===== src/rtl/cpu_trace_pkg.sv =====
// Shared types and constants for the LEGv8 commit trace buffer.
// The optional per-entry timestamp is enabled with the TRACE_TIMESTAMP_EN macro.
package cpu_trace_pkg;

    localparam int DROP_CNT_W = 16;
    localparam int TS_W       = 32;
    localparam int TRC_PC_W    = 64;
    localparam int TRC_INSTR_W = 32;

    typedef enum logic [1:0] {
        TRC_IDLE    = 2'd0,
        TRC_ARMED   = 2'd1,
        TRC_CAPTURE = 2'd2,
        TRC_DONE    = 2'd3
    } trc_state_t;

    typedef struct packed {
        logic [TRC_PC_W-1:0]    pc;
        logic [TRC_INSTR_W-1:0] instr;
`ifdef TRACE_TIMESTAMP_EN
        logic [TS_W-1:0]        ts;
`endif
    } trace_entry_t;

endpackage


===== src/rtl/trace_ram.sv =====
// DEPTH x W flop array: one synchronous write port, one asynchronous read port.
// Data flops carry no reset; the top masks the read data while nothing is valid.
module trace_ram #(
    parameter int DEPTH = 16,
    parameter int W     = 96,
    parameter int AW    = $clog2(DEPTH)
) (
    input  logic          clk,
    input  logic          we,
    input  logic [AW-1:0] waddr,
    input  logic [W-1:0]  wdata,
    input  logic [AW-1:0] raddr,
    output logic [W-1:0]  rdata
);

    logic [W-1:0] mem [DEPTH];

    always_ff @(posedge clk) begin
        if (we) mem[waddr] <= wdata;
    end

    assign rdata = mem[raddr];

endmodule


===== src/rtl/cpu_trace_buffer.sv =====
// Circular commit trace buffer: capture until a PC trigger plus a post window, then drain oldest-first.
// Build with TRACE_TIMESTAMP_EN to store a free-running cycle stamp per entry and expose rd_ts.
module cpu_trace_buffer
    import cpu_trace_pkg::*;
#(
    parameter int PC_W     = 64,
    parameter int INSTR_W  = 32,
    parameter int DEPTH    = 16,
    parameter int POST_CNT = 8
) (
    input  logic                    clk,
    input  logic                    reset,
    input  logic                    commit_valid,
    input  logic [PC_W-1:0]         commit_pc,
    input  logic [INSTR_W-1:0]      commit_instr,
    input  logic                    arm,
    input  logic                    trig_en,
    input  logic [PC_W-1:0]         trig_pc,
    input  logic                    rd_ready,
    output logic                    rd_valid,
    output logic [PC_W-1:0]         rd_pc,
    output logic [INSTR_W-1:0]      rd_instr,
`ifdef TRACE_TIMESTAMP_EN
    output logic [TS_W-1:0]         rd_ts,
`endif
    output logic [$clog2(DEPTH):0]  level,
    output logic [DROP_CNT_W-1:0]   drop_cnt,
    output logic [1:0]              state
);

    localparam int AW = $clog2(DEPTH);
    localparam int LW = AW + 1;
`ifdef TRACE_TIMESTAMP_EN
    localparam int ENTRY_W = PC_W + INSTR_W + TS_W;
`else
    localparam int ENTRY_W = PC_W + INSTR_W;
`endif
    localparam logic [LW-1:0] FULL_LVL = LW'(DEPTH);
    localparam logic [AW-1:0] POST_LD  = AW'(POST_CNT);

    trc_state_t        st, st_nxt;
    logic [AW-1:0]     wr_ptr, rd_ptr, post_cnt;
    logic [ENTRY_W-1:0] wdata, rdata;
    logic              trig_hit, wr_en, pop;

    // Handshake: a pop happens on a cycle where rd_valid & rd_ready are both high and arm is low.
    assign trig_hit = commit_valid && (!trig_en || commit_pc == trig_pc);

    always_ff @(posedge clk or posedge reset) begin
        if (reset) st <= TRC_IDLE;
        else       st <= st_nxt;
    end

    always_comb begin
        st_nxt = st;
        if (arm) begin
            st_nxt = TRC_ARMED;
        end else begin
            case (st)
                TRC_ARMED:   if (trig_hit) st_nxt = (POST_CNT == 0) ? TRC_DONE : TRC_CAPTURE;
                TRC_CAPTURE: if (commit_valid && post_cnt == AW'(1)) st_nxt = TRC_DONE;
                TRC_DONE:    if (pop && level == LW'(1)) st_nxt = TRC_IDLE;
                default:     st_nxt = st;
            endcase
        end
    end

    always_comb begin
        wr_en    = 1'b0;
        rd_valid = 1'b0;
        pop      = 1'b0;
        if (st == TRC_ARMED || st == TRC_CAPTURE) wr_en = commit_valid && !arm;
        if (st == TRC_DONE) begin
            rd_valid = (level != '0);
            pop      = (level != '0) && rd_ready && !arm;
        end
    end

    always_ff @(posedge clk or posedge reset) begin
        if (reset) begin
            wr_ptr   <= '0;
            rd_ptr   <= '0;
            level    <= '0;
            drop_cnt <= '0;
            post_cnt <= '0;
        end else if (arm) begin
            wr_ptr   <= '0;
            rd_ptr   <= '0;
            level    <= '0;
            drop_cnt <= '0;
            post_cnt <= '0;
        end else begin
            if (wr_en) begin
                wr_ptr <= wr_ptr + AW'(1);
                // Full buffer: overwrite the oldest entry instead of growing.
                if (level == FULL_LVL) begin
                    rd_ptr <= rd_ptr + AW'(1);
                    if (drop_cnt != {DROP_CNT_W{1'b1}}) drop_cnt <= drop_cnt + 1'b1;
                end else begin
                    level <= level + LW'(1);
                end
            end
            if (pop) begin
                rd_ptr <= rd_ptr + AW'(1);
                level  <= level - LW'(1);
            end
            if (st == TRC_ARMED && trig_hit)            post_cnt <= POST_LD;
            else if (st == TRC_CAPTURE && commit_valid) post_cnt <= post_cnt - AW'(1);
        end
    end

`ifdef TRACE_TIMESTAMP_EN
    logic [TS_W-1:0] ts_cnt;

    always_ff @(posedge clk or posedge reset) begin
        if (reset) ts_cnt <= '0;
        else       ts_cnt <= ts_cnt + 1'b1;
    end

    assign wdata = {commit_pc, commit_instr, ts_cnt};
    assign rd_ts = rd_valid ? rdata[TS_W-1:0] : '0;
`else
    assign wdata = {commit_pc, commit_instr};
`endif

    trace_ram #(.DEPTH(DEPTH), .W(ENTRY_W), .AW(AW)) u_ram (
        .clk   (clk),
        .we    (wr_en),
        .waddr (wr_ptr),
        .wdata (wdata),
        .raddr (rd_ptr),
        .rdata (rdata)
    );

    assign rd_pc    = rd_valid ? rdata[ENTRY_W-1 -: PC_W] : '0;
    assign rd_instr = rd_valid ? rdata[ENTRY_W-PC_W-1 -: INSTR_W] : '0;
    assign state    = st;

endmodule


===== config.mk =====
export PLATFORM = sky130hd
export DESIGN_NAME = cpu_trace_buffer
export DESIGN_NICKNAME = d
export VERILOG_FILES = /design/src/rtl/cpu_trace_pkg.sv /design/src/rtl/trace_ram.sv /design/src/rtl/cpu_trace_buffer.sv
export SDC_FILE = /design/constraint.sdc
export NUM_CORES = 1
export LEC_CHECK = 0
export CORE_UTILIZATION = 50
export CTS_BUF_LIST = sky130_fd_sc_hd__clkbuf_16
export DETAILED_ROUTE_END_ITERATION = 8
export PLACE_DENSITY = 0.71
export SYNTH_ARGS = -nofsm -noshare
export SYNTH_HDL_FRONTEND = slang
export SYNTH_SLANG_ARGS = --single-unit

===== constraint.sdc =====
create_clock -name clk -period 4.1 [get_ports clk]
set_clock_uncertainty 0.2 [all_clocks]
set_input_delay 0.82 -clock clk [delete_from_list [all_inputs] [get_ports clk]]
set_output_delay 0.82 -clock clk [all_outputs]
set_load 0.05 [all_outputs]

==> results.sh, run 1 <==
export IMPL_status="finished, violations left"
export IMPL_violations="negative setup slack"
export IMPL_rows=127
export IMPL_cts_tree="done"
export IMPL_placed_cell_area_um2=67130
export IMPL_cp_end_kind="output port"
export IMPL_finalPower_mw=35.52
export IMPL_min_path_type="input port to asynchronous set/reset pin"
export IMPL_synth_ff_latch_count=1571
export IMPL_antenna_found_initial=14
export IMPL_synth_xor_area_share_pct=1.231
export IMPL_via_count=30300
export IMPL_cts_buffers=155
export IMPL_dr_pass1_iters=7
export IMPL_grt_pass1_wl_mm=217.0
export IMPL_cap_viol_max_count=0
export IMPL_synth_warnings=0
export IMPL_criticalPathCategory="flip-flop to output port"
export IMPL_postCtsHoldBufs=0
export IMPL_synth_nets=2746
export IMPL_insertion_delay_ps=760
export IMPL_initial_utilization_pct=50.73
export IMPL_grt_start_max_net_pins=77
export IMPL_arrival_ps=3220
export IMPL_setup_tns_ps=-5639
export IMPL_drive_gt1_share_pct=34.19
export IMPL_routabilityCongestion=0.8211
export IMPL_io_pins=286
export IMPL_synthSimpleGateAreaFrac_pct=2.229
export IMPL_maxSlewViolCount=0
export IMPL_first_iter_violations=3820
export IMPL_hold_violations=0
export IMPL_required_ps=3080
export IMPL_leakage_nw=23.25
export IMPL_final_util_pct=61.34
export IMPL_synth_distinct_cells=47
export IMPL_worst_pin_slew_ps=901.8
export IMPL_cts_sinks=1571
export IMPL_cts_root_buf="clkbuf_16"
export IMPL_final_common_cell="edfxtp_1"
export IMPL_track_usage_pct=24.98
export IMPL_path_max_fanout=18
export IMPL_synth_compound_area_share_pct=0.3886
export IMPL_synth_flop_cell="edfxtp_1"
export IMPL_slew_limit_headroom_pct=39.45
export IMPL_chipHeight_um=351.8
export IMPL_setup_slack_ps=-142.1
export IMPL_cellPowerDensity_nw_per_um2=480.2
export IMPL_cts_max_level=4
export IMPL_setup_viol=68
export IMPL_synth_adder_area_share_pct=0.3068
export IMPL_ant_nets=0
export IMPL_wl_per_cell_um=32.38
export IMPL_die_w_um=351.8
export IMPL_fin_area_um2=73980
export IMPL_grt_pass1_vias=30710
export IMPL_post_route_min_period_ps=4242
export IMPL_async_flop_share_pct=2.228
export IMPL_dieArea_um2=123800
export IMPL_synthCells=2565
export IMPL_clkSlewWorstSetupHoldPaths_ps=60
export IMPL_synth_seq_area_share_pct=76.82
export IMPL_final_nets=3288
export IMPL_dp_hpwl_mm=84.19
export IMPL_synth_edf_count=1536
export IMPL_irDropWorstVdd_v=0.0004407
export IMPL_routed_wirelength_mm=156.5
export IMPL_cts_max_path_buffers=3
export IMPL_io_buffers=285
export IMPL_muxShareOfSynthArea_pct=17.69
export IMPL_synth_top_family_by_area="multiplexers"
export IMPL_final_cell_mix="edfxtp_1, mux4_2, clkdlybuf4s50_1"
export IMPL_grt_overflow=0
export IMPL_via_per_inst=6.270
export IMPL_place_ws_ps=134.3
export IMPL_coreArea_um2=120600
export IMPL_worst_setup_path_start_kind="flip-flop"
export IMPL_syn_area_per_cell_um2=23.85
export IMPL_period_share_pct=103.5
export IMPL_max_freq_mhz=235.7
export IMPL_rsz0062_at_grt="yes"
export IMPL_synth_area_um2=61180
export IMPL_drcViolationCount=0
export IMPL_area_growth_pct=20.92
[stage by stage]
step	instances	hold slack, ps
floorplan	2565	352.7
global placement	4495	348.0
detailed placement	4495	364.4
CTS	4802	277.3
global route	4833	364.0
finish	4833	281.6
[power by group]
| group | switching [mW] | total [mW] | leakage (nW) | internal (mW) |
|---|---|---|---|---|
| combinational | 2.05 | 4.05 | 6.46 | 2.00 |
| sequential | 0.106 | 18.1 | 14.3 | 18.0 |
| clock | 5.80 | 13.4 | 2.49 | 7.60 |
| total | 7.95 | 35.5 | 23.2 | 27.6 |
[state kept, by name, indices dropped and copies added (netlist names)]
name and flops:
u_ram.mem 1536, drop_cnt 16, level 5, post_cnt 4, rd_ptr 4, wr_ptr 4, state 2
[repair_timing]
item | 4_1_cts | 5_1_grt
gates resized for setup | 179 | 61
gates cloned | 17 | 22
setup endpoints to repair | 97 | 95
setup buffers | 20 | 10
[cells by family (layout without fill, tap and decap cells)]
kind of cell | after synthesis | after routing
DFF | 1571 | 1571
buffers and inverters | 138 | 793
other | 0 | 1
adders and majority gates | 15 | 15
muxes | 481 | 481
AOI/OAI and AO/OA | 37 | 37
and+or+nand+nor | 237 | 237
xor gates and xnor gates | 86 | 86
[synthesized netlist by cell type, types with 12 or more instances]
library cell | instances | area share [%]
edfxtp_1 | 1536 | 75
ha_1 | 15 | 0.31
nor2_1 | 33 | 0.20
clkbuf_1 | 75 | 0.46
nand2_1 | 20 | 0.12
dfrtp_1 | 35 | 1.4
xnor2_1 | 74 | 1.1
nand4_1 | 22 | 0.22
mux4_2 | 480 | 18
and2_1 | 114 | 1.2
xor2_1 | 12 | 0.17
a21oi_1 | 12 | 0.098
buf_6 | 38 | 0.70
[layer usage]
metal | wire [um] | track usage (%) | part of all wire (%)
met2 | 78050 | 40.57 | 50
met3 | 14590 | 5.353 | 9.3
met5 | 134 | 0 | 0.086
met1 | 60300 | 34.50 | 39
met4 | 3431 | 6.939 | 2.2
[worst paths after layout]
path	startpoint	end	slack, ps	depth (start not counted)
max in group asynchronous	reset	post_cnt[3]	2680	3
min reg2reg	drop_cnt[6]	drop_cnt[6]	390	2
max	rd_ptr[0]	rd_instr[28]	-140	7
min in group clk	drop_cnt[6]	drop_cnt[6]	390	2
max reg2reg	state[0]	u_ram.mem[10][58]	840	7
min	reset	rd_ptr[0]	280	2
[cell type report]
cell class              count  area [um^2]
flip-flops and latches   1571        47020
fillers                  7940        46630
multi-input cells         856        13590
repair buffers            512         6550
clock buffers             162         4054
well taps                1612         2017
clock inverters           108        705.7
inverters                  11        41.29
diodes                      1        2.502
[critical path, stage by stage, from the launching register on]
cell and delay (ps):
dfrtp_4 500, buf_12 140, clkbuf_16 190, buf_12 200, mux4_2 520, mux4_2 460, and2_1 220, buf_4 210
Note: power is estimated with default switching activity, not from simulation.
==> run 2: changes to the inputs <==
--- a/config.mk
+++ b/config.mk
@@ -5,6 +5,7 @@
 export SDC_FILE = /design/constraint.sdc
 export NUM_CORES = 1
 export LEC_CHECK = 0
+export CORE_MARGIN = 8
 export CORE_UTILIZATION = 50
 export CTS_BUF_LIST = sky130_fd_sc_hd__clkbuf_16
 export DETAILED_ROUTE_END_ITERATION = 8
==> run 2 against run 1 <==
Sequential cell count is the same. Routed wire length increased by 0.71%. Highest routed layer unchanged. Hold slack better by 97 ps. The run still ends with negative setup slack left. Sequential share of layout area fell by 0.79 points. Sequential power about the same. Cell count grew 1.9%. Combinational power grew 2%. Largest cell class unchanged. Die area rose by 8.1%. Global-route usage fell by 2.2 points. Via count down 0.86%. Non-clock buffer count up 61.
==> results.sh, run 2 (synthesized netlist as in run 1, its figures left out) <==
export IMPL_regMostFlops="u_ram.mem"
export IMPL_cts_tree="done"
export IMPL_final_common_cell="edfxtp_1"
export IMPL_r2r_start="state[0]"
export IMPL_violations="negative setup slack"
export IMPL_chipHeight_um=365.8
export IMPL_period_share_pct=102.1
export IMPL_grt_overflow=0
export IMPL_criticalPathCategory="flip-flop to output port"
export IMPL_largest_reg_flops=1536
export IMPL_min_delay_path_depth=2
export IMPL_wl_per_cell_um=32.01
export IMPL_hold_end="drop_cnt[6]"
export IMPL_setup_viol=37
export IMPL_grt_pass1_vias=31770
export IMPL_slew_limit_headroom_pct=15.32
export IMPL_routed_wirelength_mm=157.6
export IMPL_irDropWorstVdd_v=0.0003626
export IMPL_final_cell_mix="edfxtp_1, mux4_2, clkdlybuf4s50_1"
export IMPL_via_count=30040
export IMPL_hold_violations=0
export IMPL_cellPowerDensity_nw_per_um2=486.0
export IMPL_worst_setup_path_start_kind="flip-flop"
export IMPL_p_int_mw=28.27
export IMPL_insertion_delay_ps=750
export IMPL_die_w_um=365.8
export IMPL_rr_worst_depth=6
export IMPL_regToRegSetupSlack_ps=630
export IMPL_rows=128
export IMPL_grt_pass1_wl_mm=223.3
export IMPL_setup_slack_ps=-84.50
export IMPL_sw_frac_of_total_pct=22.35
export IMPL_path_max_fanout=8
export IMPL_dr_pass1_iters=5
export IMPL_timing_rr_end="u_ram.mem[9][29]"
export IMPL_track_usage_pct=22.81
export IMPL_coreArea_um2=121600
export IMPL_arrival_ps=3160
export IMPL_worst_pin_slew_ps=1259
export IMPL_cts_max_level=4
export IMPL_io_pins=286
export IMPL_cp_end_kind="output port"
export IMPL_drcViolationCount=0
export IMPL_area_growth_pct=22.44
export IMPL_ant_nets=0
export IMPL_status="finished, violations left"
export IMPL_initial_utilization_pct=50.33
export IMPL_cts_max_path_buffers=3
export IMPL_pwr_share_comb_pct=11.4
export IMPL_finalPower_mw=36.41
export IMPL_first_iter_violations=3503
export IMPL_fin_area_um2=74910
export IMPL_drive_gt1_share_pct=35.98
export IMPL_routabilityCongestion=0.7830
export IMPL_clkPwrFrac_pct=39.0
export IMPL_clkSlewWorstSetupHoldPaths_ps=60
export IMPL_post_route_min_period_ps=4184
export IMPL_dieArea_um2=133800
export IMPL_rsz0062_at_grt="yes"
export IMPL_final_nets=3351
export IMPL_io_buffers=285
export IMPL_cts_root_buf="clkbuf_16"
export IMPL_cap_viol_max_count=0
export IMPL_cts_sinks=1571
export IMPL_maxSlewViolCount=0
export IMPL_switching_power_mw=8.137
export IMPL_cts_buffers=157
export IMPL_worstHoldStart="drop_cnt[6]"
export IMPL_antenna_found_initial=7
export IMPL_p_seq_share_pct=49.6
export IMPL_largestRegisters="u_ram.mem (1536), drop_cnt (16), level (5)"
export IMPL_via_per_inst=6.100
export IMPL_min_path_type="flip-flop to flip-flop"
export IMPL_grt_start_max_net_pins=69
export IMPL_dp_hpwl_mm=88.91
export IMPL_postCtsHoldBufs=0
export IMPL_placed_cell_area_um2=67800
export IMPL_leakage_nw=23.67
export IMPL_required_ps=3080
export IMPL_max_freq_mhz=239.0
[run 2: power groups by stage]
stage / Sequential (mW) / Combinational [mW] / Clock, mW
floorplan: 18.4 / 2.09 / 0
detailed placement: 18.4 / 3.57 / 0
global route: 18.1 / 4.35 / 15.0
finish: 18.1 / 4.15 / 14.2
CTS: 18.1 / 3.85 / 14.4
global placement: 18.4 / 3.50 / 0
[run 2: metrics by stage]
step	instances	utilization, %	setup slack (ps)	setup TNS (ps)	hold WS, ps
floorplan	2565	-	314.8	0	352.7
global placement	4557	55.78	-354.1	-1926	348.5
detailed placement	4557	55.78	-208.1	-988.1	360.4
CTS	4885	60.75	-151.1	-6708	378.2
global route	4922	61.62	-163.2	-8212	403.4
finish	4925	61.63	-84.50	-1483	379.0
[run 2: worst max-delay path, cell delays in order (launching register included)]
cell and delay (ps):
dfrtp_4 470, buf_6 140, buf_12 150, buf_12 150, buf_4 120, mux4_2 480
mux4_2 570, and2_4 180, buf_6 140
[run 2: routing by layer]
metal | vias up | global-route usage [%] | part of all wire, %
li1 | 12170 | - | -
met2 | 1556 | 38.34 | 50
met5 | - | 0 | 0.014
met4 | 4 | 5.768 | 2.4
met3 | 201 | 5.192 | 9.0
met1 | 16120 | 30.43 | 38
[run 2: final cells by class]
class                      instances  area (um^2)
clock inverter                   125         1097
tap                             1625         2033
sequential                      1571        47020
clock buffer                     160         4004
inverter                          11        41.29
timing repair buffer             573         7126
antenna                            4        10.01
fill                            7973        46650
multi-input combinational        856        13580
[run 2: worst max-delay path by stage]
stage | slack [ps] | start | endpoint | cells after the start
2_1_floorplan | 310 | state[0] | u_ram.mem[10][0] | 5
4_1_cts | -150 | rd_ptr[0] | rd_pc[36] | 7
3_3_place_gp | -350 | commit_pc[41] | post_cnt[1] | 10
6_report | -80 | rd_ptr[0] | rd_pc[59] | 8
5_1_grt | -160 | rd_ptr[0] | rd_pc[47] | 8
3_5_place_dp | -210 | commit_pc[41] | post_cnt[0] | 10
[run 2: repair_timing]
item | CTS | global route
hold endpoints to repair | 0 | 0
setup buffers | 33 | 20
pin swaps | 0 | 23
cloned | 10 | 18
setup endpoints to repair | 97 | 97
resized for setup | 97 | 147
